<file path="config.mk">
export PLATFORM = sky130hd
export DESIGN_NAME = load_fsm
export DESIGN_NICKNAME = d
export VERILOG_FILES = /design/src/rtl/load_fsm.sv
export SDC_FILE = /design/constraint.sdc
export NUM_CORES = 1
export LEC_CHECK = 0
export BUFFER_PORTS_ARGS = -buffer_cell sky130_fd_sc_hd__buf_2
export CAP_MARGIN = 10
export CELL_PAD_IN_SITES_DETAIL_PLACEMENT = 1
export CELL_PAD_IN_SITES_GLOBAL_PLACEMENT = 2
export CORE_UTILIZATION = 35
export DETAILED_ROUTE_END_ITERATION = 16
export PLACE_DENSITY = 0.94
export SYNTH_ARGS = -nofsm -noshare
export SYNTH_HDL_FRONTEND = slang
export SYNTH_SLANG_ARGS = --single-unit
</file>
<file path="constraint.sdc">
create_clock -name clk -period 3.6 [get_ports clk]
set_input_delay 0 -clock clk [delete_from_list [all_inputs] [get_ports clk]]
set_output_delay 0 -clock clk [all_outputs]
set_load 0.02 [all_outputs]
</file>
<file path="src/rtl/load_fsm.sv">
// Memory-load controller: Rj -> MAR, memory read, wait for MFC, MDR -> Ri.
// Bounded MFC wait aborts with err so a missing response cannot hang the CPU.
module load_fsm #(
    parameter int unsigned TIMEOUT = 16
) (
    input  logic       clk,
    input  logic       reset,
    input  logic       start,
    input  logic       MFC,
    input  logic [5:0] Ri,
    input  logic [5:0] Rj,
    output logic       R0_read,
    output logic       R1_read,
    output logic       R2_read,
    output logic       R3_read,
    output logic       P0_read,
    output logic       P1_read,
    output logic       R0_write,
    output logic       R1_write,
    output logic       R2_write,
    output logic       R3_write,
    output logic       P0_write,
    output logic       P1_write,
    output logic       MAR_write,
    output logic       MAR_mem_read,
    output logic       MEM_RW,
    output logic       MEM_EN,
    output logic       MDR_mem_write,
    output logic       MDR_read,
    output logic       done,
    output logic       err
);

    localparam int unsigned CNT_W    = 8;
    localparam int unsigned IDX_W    = 6;
    localparam int unsigned NUM_REGS = 6;

    typedef enum logic [2:0] {
        S_IDLE = 3'd0,
        S_ADDR = 3'd1,
        S_REQ  = 3'd2,
        S_WAIT = 3'd3,
        S_CAPT = 3'd4,
        S_XFER = 3'd5,
        S_DONE = 3'd6
    } state_t;

    state_t                state, state_nxt;
    logic [IDX_W-1:0]      ri_q, rj_q, ri_nxt, rj_nxt;
    logic [CNT_W-1:0]      cnt_q, cnt_nxt;
    logic                  err_q, err_nxt;

    logic [NUM_REGS-1:0]   rd_q, wr_q, rd_nxt, wr_nxt;
    logic                  mar_write_q, mar_mem_read_q, mem_rw_q, mem_en_q;
    logic                  mdr_mem_write_q, mdr_read_q, done_q, err_out_q;
    logic                  mar_write_nxt, mar_mem_read_nxt, mem_rw_nxt, mem_en_nxt;
    logic                  mdr_mem_write_nxt, mdr_read_nxt, done_nxt, err_out_nxt;

    // Register index to one-hot strobe vector; indices above 5 select nothing.
    function automatic logic [NUM_REGS-1:0] idx_onehot(input logic [IDX_W-1:0] idx);
        logic [NUM_REGS-1:0] oh;
        oh = '0;
        for (int i = 0; i < int'(NUM_REGS); i++) begin
            oh[i] = (idx == IDX_W'(i));
        end
        return oh;
    endfunction

    // Next-state, latched indices, wait counter and error flag.
    always_comb begin
        state_nxt = state;
        ri_nxt    = ri_q;
        rj_nxt    = rj_q;
        cnt_nxt   = cnt_q;
        err_nxt   = err_q;
        case (state)
            S_IDLE: begin
                if (start) begin
                    ri_nxt = Ri;
                    rj_nxt = Rj;
                    if ((Ri > IDX_W'(NUM_REGS - 1)) || (Rj > IDX_W'(NUM_REGS - 1))) begin
                        state_nxt = S_DONE;
                        err_nxt   = 1'b1;
                    end else begin
                        state_nxt = S_ADDR;
                        err_nxt   = 1'b0;
                    end
                end
            end
            S_ADDR: state_nxt = S_REQ;
            S_REQ: begin
                cnt_nxt   = '0;
                state_nxt = S_WAIT;
            end
            S_WAIT: begin
                if (MFC) begin
                    state_nxt = S_CAPT;
                end else if (cnt_q == CNT_W'(TIMEOUT - 1)) begin
                    state_nxt = S_DONE;
                    err_nxt   = 1'b1;
                end else begin
                    cnt_nxt = cnt_q + CNT_W'(1);
                end
            end
            S_CAPT: state_nxt = S_XFER;
            S_XFER: state_nxt = S_DONE;
            S_DONE: state_nxt = S_IDLE;
            default: state_nxt = S_IDLE;
        endcase
    end

    // Moore decode of the upcoming state so strobes are registered yet aligned with it.
    always_comb begin
        rd_nxt            = '0;
        wr_nxt            = '0;
        mar_write_nxt     = 1'b0;
        mar_mem_read_nxt  = 1'b0;
        mem_rw_nxt        = 1'b0;
        mem_en_nxt        = 1'b0;
        mdr_mem_write_nxt = 1'b0;
        mdr_read_nxt      = 1'b0;
        done_nxt          = 1'b0;
        err_out_nxt       = 1'b0;
        case (state_nxt)
            S_ADDR: begin
                rd_nxt        = idx_onehot(rj_nxt);
                mar_write_nxt = 1'b1;
            end
            S_REQ, S_WAIT: begin
                mar_mem_read_nxt = 1'b1;
                mem_en_nxt       = 1'b1;
                mem_rw_nxt       = 1'b1;
            end
            S_CAPT: begin
                mar_mem_read_nxt  = 1'b1;
                mem_en_nxt        = 1'b1;
                mem_rw_nxt        = 1'b1;
                mdr_mem_write_nxt = 1'b1;
            end
            S_XFER: begin
                mdr_read_nxt = 1'b1;
                wr_nxt       = idx_onehot(ri_nxt);
            end
            S_DONE: begin
                done_nxt    = 1'b1;
                err_out_nxt = err_nxt;
            end
            default: ;
        endcase
    end

    always_ff @(posedge clk) begin
        if (!reset) begin
            state           <= S_IDLE;
            ri_q            <= '0;
            rj_q            <= '0;
            cnt_q           <= '0;
            err_q           <= 1'b0;
            rd_q            <= '0;
            wr_q            <= '0;
            mar_write_q     <= 1'b0;
            mar_mem_read_q  <= 1'b0;
            mem_rw_q        <= 1'b0;
            mem_en_q        <= 1'b0;
            mdr_mem_write_q <= 1'b0;
            mdr_read_q      <= 1'b0;
            done_q          <= 1'b0;
            err_out_q       <= 1'b0;
        end else begin
            state           <= state_nxt;
            ri_q            <= ri_nxt;
            rj_q            <= rj_nxt;
            cnt_q           <= cnt_nxt;
            err_q           <= err_nxt;
            rd_q            <= rd_nxt;
            wr_q            <= wr_nxt;
            mar_write_q     <= mar_write_nxt;
            mar_mem_read_q  <= mar_mem_read_nxt;
            mem_rw_q        <= mem_rw_nxt;
            mem_en_q        <= mem_en_nxt;
            mdr_mem_write_q <= mdr_mem_write_nxt;
            mdr_read_q      <= mdr_read_nxt;
            done_q          <= done_nxt;
            err_out_q       <= err_out_nxt;
        end
    end

    assign R0_read       = rd_q[0];
    assign R1_read       = rd_q[1];
    assign R2_read       = rd_q[2];
    assign R3_read       = rd_q[3];
    assign P0_read       = rd_q[4];
    assign P1_read       = rd_q[5];
    assign R0_write      = wr_q[0];
    assign R1_write      = wr_q[1];
    assign R2_write      = wr_q[2];
    assign R3_write      = wr_q[3];
    assign P0_write      = wr_q[4];
    assign P1_write      = wr_q[5];
    assign MAR_write     = mar_write_q;
    assign MAR_mem_read  = mar_mem_read_q;
    assign MEM_RW        = mem_rw_q;
    assign MEM_EN        = mem_en_q;
    assign MDR_mem_write = mdr_mem_write_q;
    assign MDR_read      = mdr_read_q;
    assign done          = done_q;
    assign err           = err_out_q;

endmodule

</file>
==> results.toml, run 1 <==
[logic_synthesis]
synth_cells = 200
ys_ff_latch = 42
netlist_top_cells_area = "dfxtp_1 47%, a21oi_1 5.6%, nand2_1 4.8%"
syn_area_per_cell_um2 = 9.002
yosys.area.top_type_share = 0.4670
synth_edf_count = 0
syn-num-nets = 217
synth-async-reset-ratio = 0
ys_types = 43
synth_most_common_cell = "dfxtp_1"
yosysWarnings = 0
synth_common_cells = "42 x dfxtp_1, 23 x nand2_1, 20 x a21oi_1"
synth_flop_cell = "dfxtp_1"
synth.yosys.seq_area_share = 0.4670
synth.cell_area_mm2 = 0.001800
yosys.area.top_type = "dfxtp_1"

[placement]
dp.cells = 293
post-place-ws_ns = 1.342
dpl_cell_area_mm2 = 0.002006
io_buffers = 35
hpwlAfterDp_um = 3074
gp_congestion = 0.7856

[critical_path]
cp_num_buf_inv = 2
crit_path_end_kind = "register"
path_max_fanout = 7
cp_top_family = "compound AO/OA/AOI/OAI gates"
r2r_setup_slack_ns = 1.33
required_ns = 3.81
cp_cell_sequence = "dlygate4sd3_1, buf_2, or3_1, o31ai_1, o2111ai_1, nor4_1"
cp_slowest_cell = "o31ai_1"
worstPathArrival_ns = 2.53
cp-start-kind = "primary input"
critPathKind = "primary input to register"
cpPeakStageDelay_ns = 0.60

[layout]
stdcell_count = 311
layout.nets = 260
fin_area_mm2 = 0.002243
utilization = 0.4627
drive_gt1_frac = 0.2049
antennaDiodeCount = 0
syn2layout_area_growth_pct = 24.60

[clocking]
clock-sinks = 42
numCtsBuffers = 5
clockRootBuffer = "clkbuf_8"
htreeDepth = 2
path_clk_slew_ns = 0.09
cts_setup_buffers = 0
clock_latency_ns = 0.30
cts_tree = "yes"
clockBufferDepth = 2

[timing]
slew_headroom = 0.4895
finalMaxSlewViolations = 0
fmax_mhz = 430.6
tightest_slew_ns = 0.7577
layout_setup_ws_ns = 1.278
setup_viol = 0
post-route-min-period_ns = 2.322
finClkSkew_ns = 0.009367
rsz0062_at_grt = "no"
hold_viol_final = 0
finalSetupTns_ns = 0
holdWs_ns = 0.03018
post-route-period-util = 0.6450

[global_route]
grt_util_all_layers = 0.1818
grt_pass1_wl_um = 7327
first_global_vias = 1561
grt_max_degree = 20
antenna_found_initial = 0
overflow = 0

[detailed_routing]
totalWireLength_um = 4353
viasPerCell = 5.280
dr.pass1.iters = 4
ant_nets = 0
detail_route.wl_per_cell_um = 14.00
vias = 1642
first_iter_violations = 98
drc_errors = 0

[floorplanning]
die_h_um = 73.73
core_area_mm2 = 0.004848
dieWidth_um = 73.73
core.rowCount = 25
dieArea_mm2 = 0.005435
io_pins = 36
initial_utilization = 0.3714

[status]
status = "complete, no violations"

[min_path]
holdCritPathClass = "primary input to register"

[run]
cap_viol_max_count = 0

[power_and_ir_drop]
ir_drop_v = 0.0002693
p_per_area_mw_per_mm2 = 609.3
p_leak_nw = 0.9213
p_total_mw = 1.367
-- worst register-to-register path, cell delays in order (launching register included) --
cell,delay (ns)
dfxtp_1,0.42
or4b_4,0.71
o41ai_4,0.49
o21ai_2,0.18
nor4_1,0.35
-- final timing paths --
kind,from,depth (start not counted),to
worst min-delay path,reset,3,state[2]
worst max-delay path,Ri[5],6,rd_q[1]
worst max register to register,state[0],4,wr_q[4]
worst min register to register,ri_q[4],2,ri_q[4]
-- per-layer routing --
layer,up-vias,part of all wire,track usage
li1,819,-,-
met1,785,0.48,0.2370
met2,29,0.47,0.2813
met3,9,0.032,0.04115
met4,0,0.020,0.08974
met5,-,0,0
-- final cells by class --
class / instances / area (um^2)
sequential: 42 / 840.8
clock inverter: 3 / 68.82
multi-input combinational: 142 / 875.8
inverter: 6 / 22.52
timing repair buffer: 46 / 282.8
clock buffer: 5 / 68.82
tap: 67 / 83.83
fill: 588 / 2605
-- logic make-up (layout without fill, tap and decap cells) --
kind of cell    after synthesis  after routing  synth area share
flops                        42             42            0.4670
mux                           6              6           0.03336
fa+ha+maj                     1              1          0.006948
compound gates               46             46            0.1703
buf+inv                      16             60           0.04655
simple gates                 89             89            0.2759
-- cells in the final DEF (no fill, tap or decap), drive strengths merged, types with 6 or more instances in the layout --
master,netlist,layout
dfxtp,42,42
buf,5,36
nand2,23,23
a21oi,20,20
nor4,13,13
nor2,12,12
or3,10,10
dlygate4sd3,0,10
o21ai,8,8
nor3,7,7
mux2i,6,6
nand2b,6,6
-- what timing repair did --
action,4_1_cts,5_1_grt
hold buffers,10,0
hold endpoints to repair,10,0
gates resized for setup,0,0
-- state kept, by name (all words and copies together) (netlist names), 3 cells and up --
signal,flops
ri_q,6
state,3
rd_q,6
rj_q,6
wr_q,6
cnt_q,8
-- power by group --
group | switching [mW] | total, mW | internal (mW) | leakage (nW)
registers | 0.0376 | 0.546 | 0.509 | 0.341
logic | 0.241 | 0.370 | 0.130 | 0.512
clock network | 0.173 | 0.451 | 0.278 | 0.0683
total | 0.451 | 1.37 | 0.916 | 0.921
Note: power is estimated with default switching activity, not from simulation.
==> inputs of run 2 (changes only) <==
ABC_AREA = 1   (was default)
CORE_UTILIZATION = 30   (was 35)
PLACE_DENSITY = 0.88   (was 0.94)
clock period = 2.26 ns   (was 3.6 ns; I/O delays follow)
==> run 2 against run 1 <==
Net effect: setup slack worse by 0.72 ns; design area shrank 3.6%; wire length down 6.9%; largest cell class is now registers; highest routed layer unchanged.
==> results.toml, run 2 <==
[logic_synthesis]
synth.yosys.seq_area_share = 0.4670
syn-num-nets = 251
synth_edf_count = 0
ys_ff_latch = 42
ys_types = 33
yosys.area.top_type_share = 0.4670
syn_area_per_cell_um2 = 7.694
synth_common_cells = "45 x nor2_1, 43 x nand2_1, 42 x dfxtp_1"
synth_most_common_cell = "nor2_1"
netlist_top_cells_area = "dfxtp_1 47%, nor2_1 9.4%, nand2_1 9.0%"
synth_flop_cell = "dfxtp_1"
synth_cells = 234
synth.cell_area_mm2 = 0.001800
synth-async-reset-ratio = 0
yosysWarnings = 0
yosys.area.top_type = "dfxtp_1"

[critical_path]
cp-startpoint = "cnt_q[1]"
critPathKind = "register to register"
reg2regPathDepth = 10
path_max_fanout = 12
crit_path_end_kind = "register"
cp_top_family = "simple AND/OR/NAND/NOR gates"
cp_num_buf_inv = 0
crit_cells = 10
cp_slowest_cell = "dfxtp_1"
required_ns = 2.45
cp_cell_sequence = "ha_1, nand2_1, nor2_2, nand3_1, nand2_1, nand2_2, o21bai_2, nor2_4, nand3_1, nor2_1"
cp-start-kind = "register"
r2r_setup_slack_ns = 0.56
reg2reg_from = "cnt_q[1]"
cpPeakStageDelay_ns = 0.35
r2r_end = "rd_q[4]"
worstPathArrival_ns = 1.89
endpoint = "rd_q[4]"

[floorplanning]
core.rowCount = 27
dieWidth_um = 79.47
core_area_mm2 = 0.005642
die_h_um = 79.47
io_pins = 36
dieArea_mm2 = 0.006315
initial_utilization = 0.3191

[timing]
post-route-period-util = 0.7528
slew_headroom = 0.7099
finClkSkew_ns = 0.007596
finalSetupTns_ns = 0
tightest_slew_ns = 0.4306
finalMaxSlewViolations = 0
setup_viol = 0
rsz0062_at_grt = "no"
post-route-min-period_ns = 1.701
hold_viol_final = 0
fmax_mhz = 587.8

[layout]
syn2layout_area_growth_pct = 20.08
top_register = "cnt_q"
largest_reg_flops = 8
mostFrequentLayoutCell = "nor2_1"
mostFrequentLayoutCells = "45 x nor2_1, 43 x nand2_1, 42 x dfxtp_1"
fillers = 729
antennaDiodeCount = 0
fin_area_mm2 = 0.002162
layout.nets = 293
drive_gt1_frac = 0.2455

[clocking]
clock-sinks = 42
cts_resized = 0
clock_latency_ns = 0.29
ctsHoldBuffers = 4
clockBufferDepth = 2
cts_tree = "yes"
path_clk_slew_ns = 0.08
htreeDepth = 2
numCtsBuffers = 5
cts_setup_buffers = 0
clockRootBuffer = "clkbuf_8"

[detailed_routing]
first_iter_violations = 50
vias = 1538
ant_nets = 0
viasPerCell = 4.407
detail_route.wl_per_cell_um = 11.61
drc_errors = 0
totalWireLength_um = 4051
dr.pass1.iters = 4

[global_route]
grt_max_degree = 17
first_global_vias = 1472
grt_util_all_layers = 0.1411
grt_pass1_wl_um = 6727
antenna_found_initial = 0
overflow = 0

[status]
status = "complete, no violations"

[power_and_ir_drop]
ir_drop_v = 0.0005562
p_per_area_mw_per_mm2 = 1157
p_leak_nw = 1.027

[placement]
dpl_cell_area_mm2 = 0.002027
gp_congestion = 0.7945
hpwlAfterDp_um = 3167
io_buffers = 35

[min_path]
holdCritPathClass = "primary input to register"

[run]
cap_viol_max_count = 0
-- run 2: per-stage QoR --
step | setup slack [ns] | std cells | total power, mW | hold slack (ns) | util
after floorplan | 0.8743 | 234 | 1.826 | 0.1332 | -
after global placement | 0.5289 | 337 | 1.995 | 0.2686 | 0.3593
after detailed placement | 0.5493 | 337 | 2.023 | 0.2772 | 0.3593
after CTS | 0.5147 | 349 | 2.553 | 0.01222 | 0.3832
after global routing | 0.3026 | 349 | 2.715 | 0.04646 | 0.3832
final | 0.5587 | 349 | 2.501 | 0.01765 | 0.3832
-- run 2: worst reg2reg max path: cells and delay by family (launching register included) --
kind,cells,cell delay (ns)
compound gates,1,0.29
fa+ha+maj,1,0.19
flops,1,0.35
simple gates,8,0.78
-- run 2: report_power, final --
| part | internal (mW) | switching (mW) | total, mW |
|---|---|---|---|
| sequential | 0.891 | 0.0738 | 0.964 |
| combinational | 0.317 | 0.710 | 1.03 |
| clock | 0.246 | 0.264 | 0.509 |
-- run 2: how the worst min path moves through the flow --
stage	startpoint	to	slack, ns	cells after the start
CTS	Rj[4]	rj_q[4]	0.01	3
finish	Rj[4]	rj_q[4]	0.02	3
detailed placement	Ri[5]	ri_q[5]	0.28	3
floorplan	reset	state[2]	0.13	2
global placement	Ri[5]	ri_q[5]	0.27	3
global route	Rj[0]	rd_q[2]	0.05	4
-- run 2: cell families after synthesis --
group,count (synthesis),share of synthesized area
AO/OA/AOI/OAI,26,0.09660
adder cells (fa/ha/maj),1,0.006948
buffers and inverters,36,0.09173
flip-flops,42,0.4670
AND/OR/NAND/NOR,129,0.3377
-- run 2: routing by layer --
layer / GRT usage / wire length [um] / vias up
met5: 0 / 0 / -
met1: 0.1835 / 1990 / 690
met4: 0.06000 / 51 / 0
met3: 0.03086 / 169 / 5
met2: 0.2231 / 1840 / 27
li1: - / - / 816
-- run 2: area by class of cell --
class	instances	area [um^2]	area share
clock buffers	6	82.58	0.03819
inverters	31	118.9	0.05498
repair buffers	40	222.7	0.1030
multi-input cells	156	794.5	0.3675
clock inverters	2	12.51	0.005787
flip-flops and latches	42	840.8	0.3889
well taps	72	90.09	0.04167
==> inputs of run 3 (changes only) <==
CORE_UTILIZATION = 27   (was 30)
PLACE_DENSITY = 0.84   (was 0.88)
clock period = 1.5 ns   (was 2.26 ns; I/O delays follow)
==> run 3 against run 2 <==
Net effect: non-clock buffer count is 21 higher; cell count is 7.2% higher; flip-flop and latch count stayed put; combinational power is 150% higher; setup slack worse by 0.54 ns; critical path type unchanged; largest cell class is now multi-input combinational cells; clock power is 38% higher; first-iteration DRC count is 12% lower; design area is 21% higher.
==> results.toml, run 3 (synthesis results as in run 2) <==
[critical_path]
worstPathArrival_ns = 1.71
cp_top_family = "simple AND/OR/NAND/NOR gates"
cp_cell_sequence = "nor2_4, nand2_8, nand2_2, a21boi_4, nand2_2, nor2_4, nand4_1, nor2_1"
critPathKind = "register to register"
cp-startpoint = "state[2]"
reg2reg_from = "state[2]"
endpoint = "wr_q[2]"
cpPeakStageDelay_ns = 0.36
r2r_setup_slack_ns = 0.02
path_max_fanout = 8
reg2regPathDepth = 8
required_ns = 1.73
crit_path_end_kind = "register"
crit_cells = 8
cp_slowest_cell = "dfxtp_4"
cp_num_buf_inv = 0
cp-start-kind = "register"
r2r_end = "wr_q[2]"

[timing]
setup_viol = 0
fmax_mhz = 674.8
hold_viol_final = 0
rsz0062_at_grt = "yes"
tightest_slew_ns = 0.3346
post-route-period-util = 0.9880
holdWs_ns = 0.004623
slew_headroom = 0.7761
finClkSkew_ns = 0.008856
post-route-min-period_ns = 1.482
finalMaxSlewViolations = 0

[min_path]
holdCritPathClass = "primary input to register"

[clocking]
clockBufferDepth = 2
path_clk_slew_ns = 0.08
htreeDepth = 2
clock-sinks = 42
numCtsBuffers = 5
clock_latency_ns = 0.30
clockRootBuffer = "clkbuf_8"
cts_tree = "yes"

[placement]
dp.cells = 350
dpl_cell_area_mm2 = 0.002093
hpwlAfterDp_um = 3346
io_buffers = 35
gp_congestion = 0.7919

[layout]
largest_reg_flops = 8
mostFrequentLayoutCell = "dfxtp_1"
fin_area_mm2 = 0.002611
mostFrequentLayoutCells = "37 x dfxtp_1, 35 x nor2_1, 35 x buf_2"
layout.nets = 314
drive_gt1_frac = 0.4613
top_register = "cnt_q"
syn2layout_area_growth_pct = 45.03
antennaDiodeCount = 0
stdcell_count = 374

[status]
status = "complete, no violations"

[power_and_ir_drop]
p_per_area_mw_per_mm2 = 1818
power.switching_mw = 2.059
swShare = 0.4336
p_int_mw = 2.689
ir_drop_v = 0.0009100
p_clk_frac = 0.148
power_frac_seq = 0.316
p_leak_nw = 1.198
p_total_mw = 4.747
comb_power_share = 0.536

[floorplanning]
io_pins = 36
core_area_mm2 = 0.006386
dieArea_mm2 = 0.006999
core.rowCount = 29
die_h_um = 83.66
dieWidth_um = 83.66
initial_utilization = 0.2819

[global_route]
antenna_found_initial = 0
overflow = 0
first_global_vias = 1642
grt_max_degree = 15
grt_util_all_layers = 0.1340
grt_pass1_wl_um = 7431

[detailed_routing]
vias = 1726
first_iter_violations = 44
viasPerCell = 4.615
detail_route.wl_per_cell_um = 13.14
dr.pass1.iters = 4
drc_errors = 0
totalWireLength_um = 4913
ant_nets = 0

[run]
cap_viol_max_count = 0
==> run 3: metal layers <==
metal  up-vias  routed length, um  global-route usage
li1        861                  -                   -
met1       827               2263              0.1755
met2        33               2373              0.2084
met3         5                197             0.03561
met4         0                 79             0.05547
met5         -                  0                   0
==> run 3: how the worst min path moves through the flow <==
stage               end  cells after the start  slack [ns]   from
2_1_floorplan  state[2]                      2        0.13  reset
4_1_cts         rj_q[4]                      3      0.0002  Rj[4]
3_3_place_gp    ri_q[5]                      3        0.27  Ri[5]
5_1_grt         rj_q[4]                      3       0.009  Rj[4]
6_report        rj_q[4]                      3       0.005  Rj[4]
3_5_place_dp    ri_q[5]                      3        0.29  Ri[5]
==> run 3: worst register-to-register path, stage by stage (launching register included) <==
cell	delay, ns
dfxtp_4	0.36
nor2_4	0.18
nand2_8	0.13
nand2_2	0.10
a21boi_4	0.20
nand2_2	0.08
nor2_4	0.13
nand4_1	0.12
nor2_1	0.13
==> run 3: power by group through the flow <==
stage / combinational [mW] / sequential, mW / clock (mW)
CTS: 1.81 / 1.45 / 0.729
floorplan: 1.21 / 1.54 / 0
finish: 2.55 / 1.50 / 0.702
global placement: 1.69 / 1.47 / 0
global route: 2.78 / 1.53 / 0.781
detailed placement: 1.70 / 1.47 / 0
==> run 3: through the flow <==
step	setup TNS, ns	util	setup WS, ns
global placement	-0.1267	0.3278	-0.09214
floorplan	0	-	0.1143
detailed placement	-0.3987	0.3278	-0.1420
global route	-0.9312	0.4089	-0.1299
finish	0	0.4089	0.01801
CTS	-0.05677	0.3536	-0.02058
==> run 3: repair_timing <==
item / CTS / global route
endpoints found under the hold margin: 5 / 0
hold buffers: 4 / 0
resized for setup: 10 / 80
setup endpoints to repair: 16 / 22
pin swaps: 1 / 27
buffers inserted: 2 / 11
==> run 3: final cells by class <==
type,instances,area [um^2]
clock buffer,5,68.82
clock inverter,2,10.01
fill,779,3775
inverter,31,131.4
multi-input combinational,156,1051
sequential,42,854.6
tap,77,96.34
timing repair buffer,61,399.1
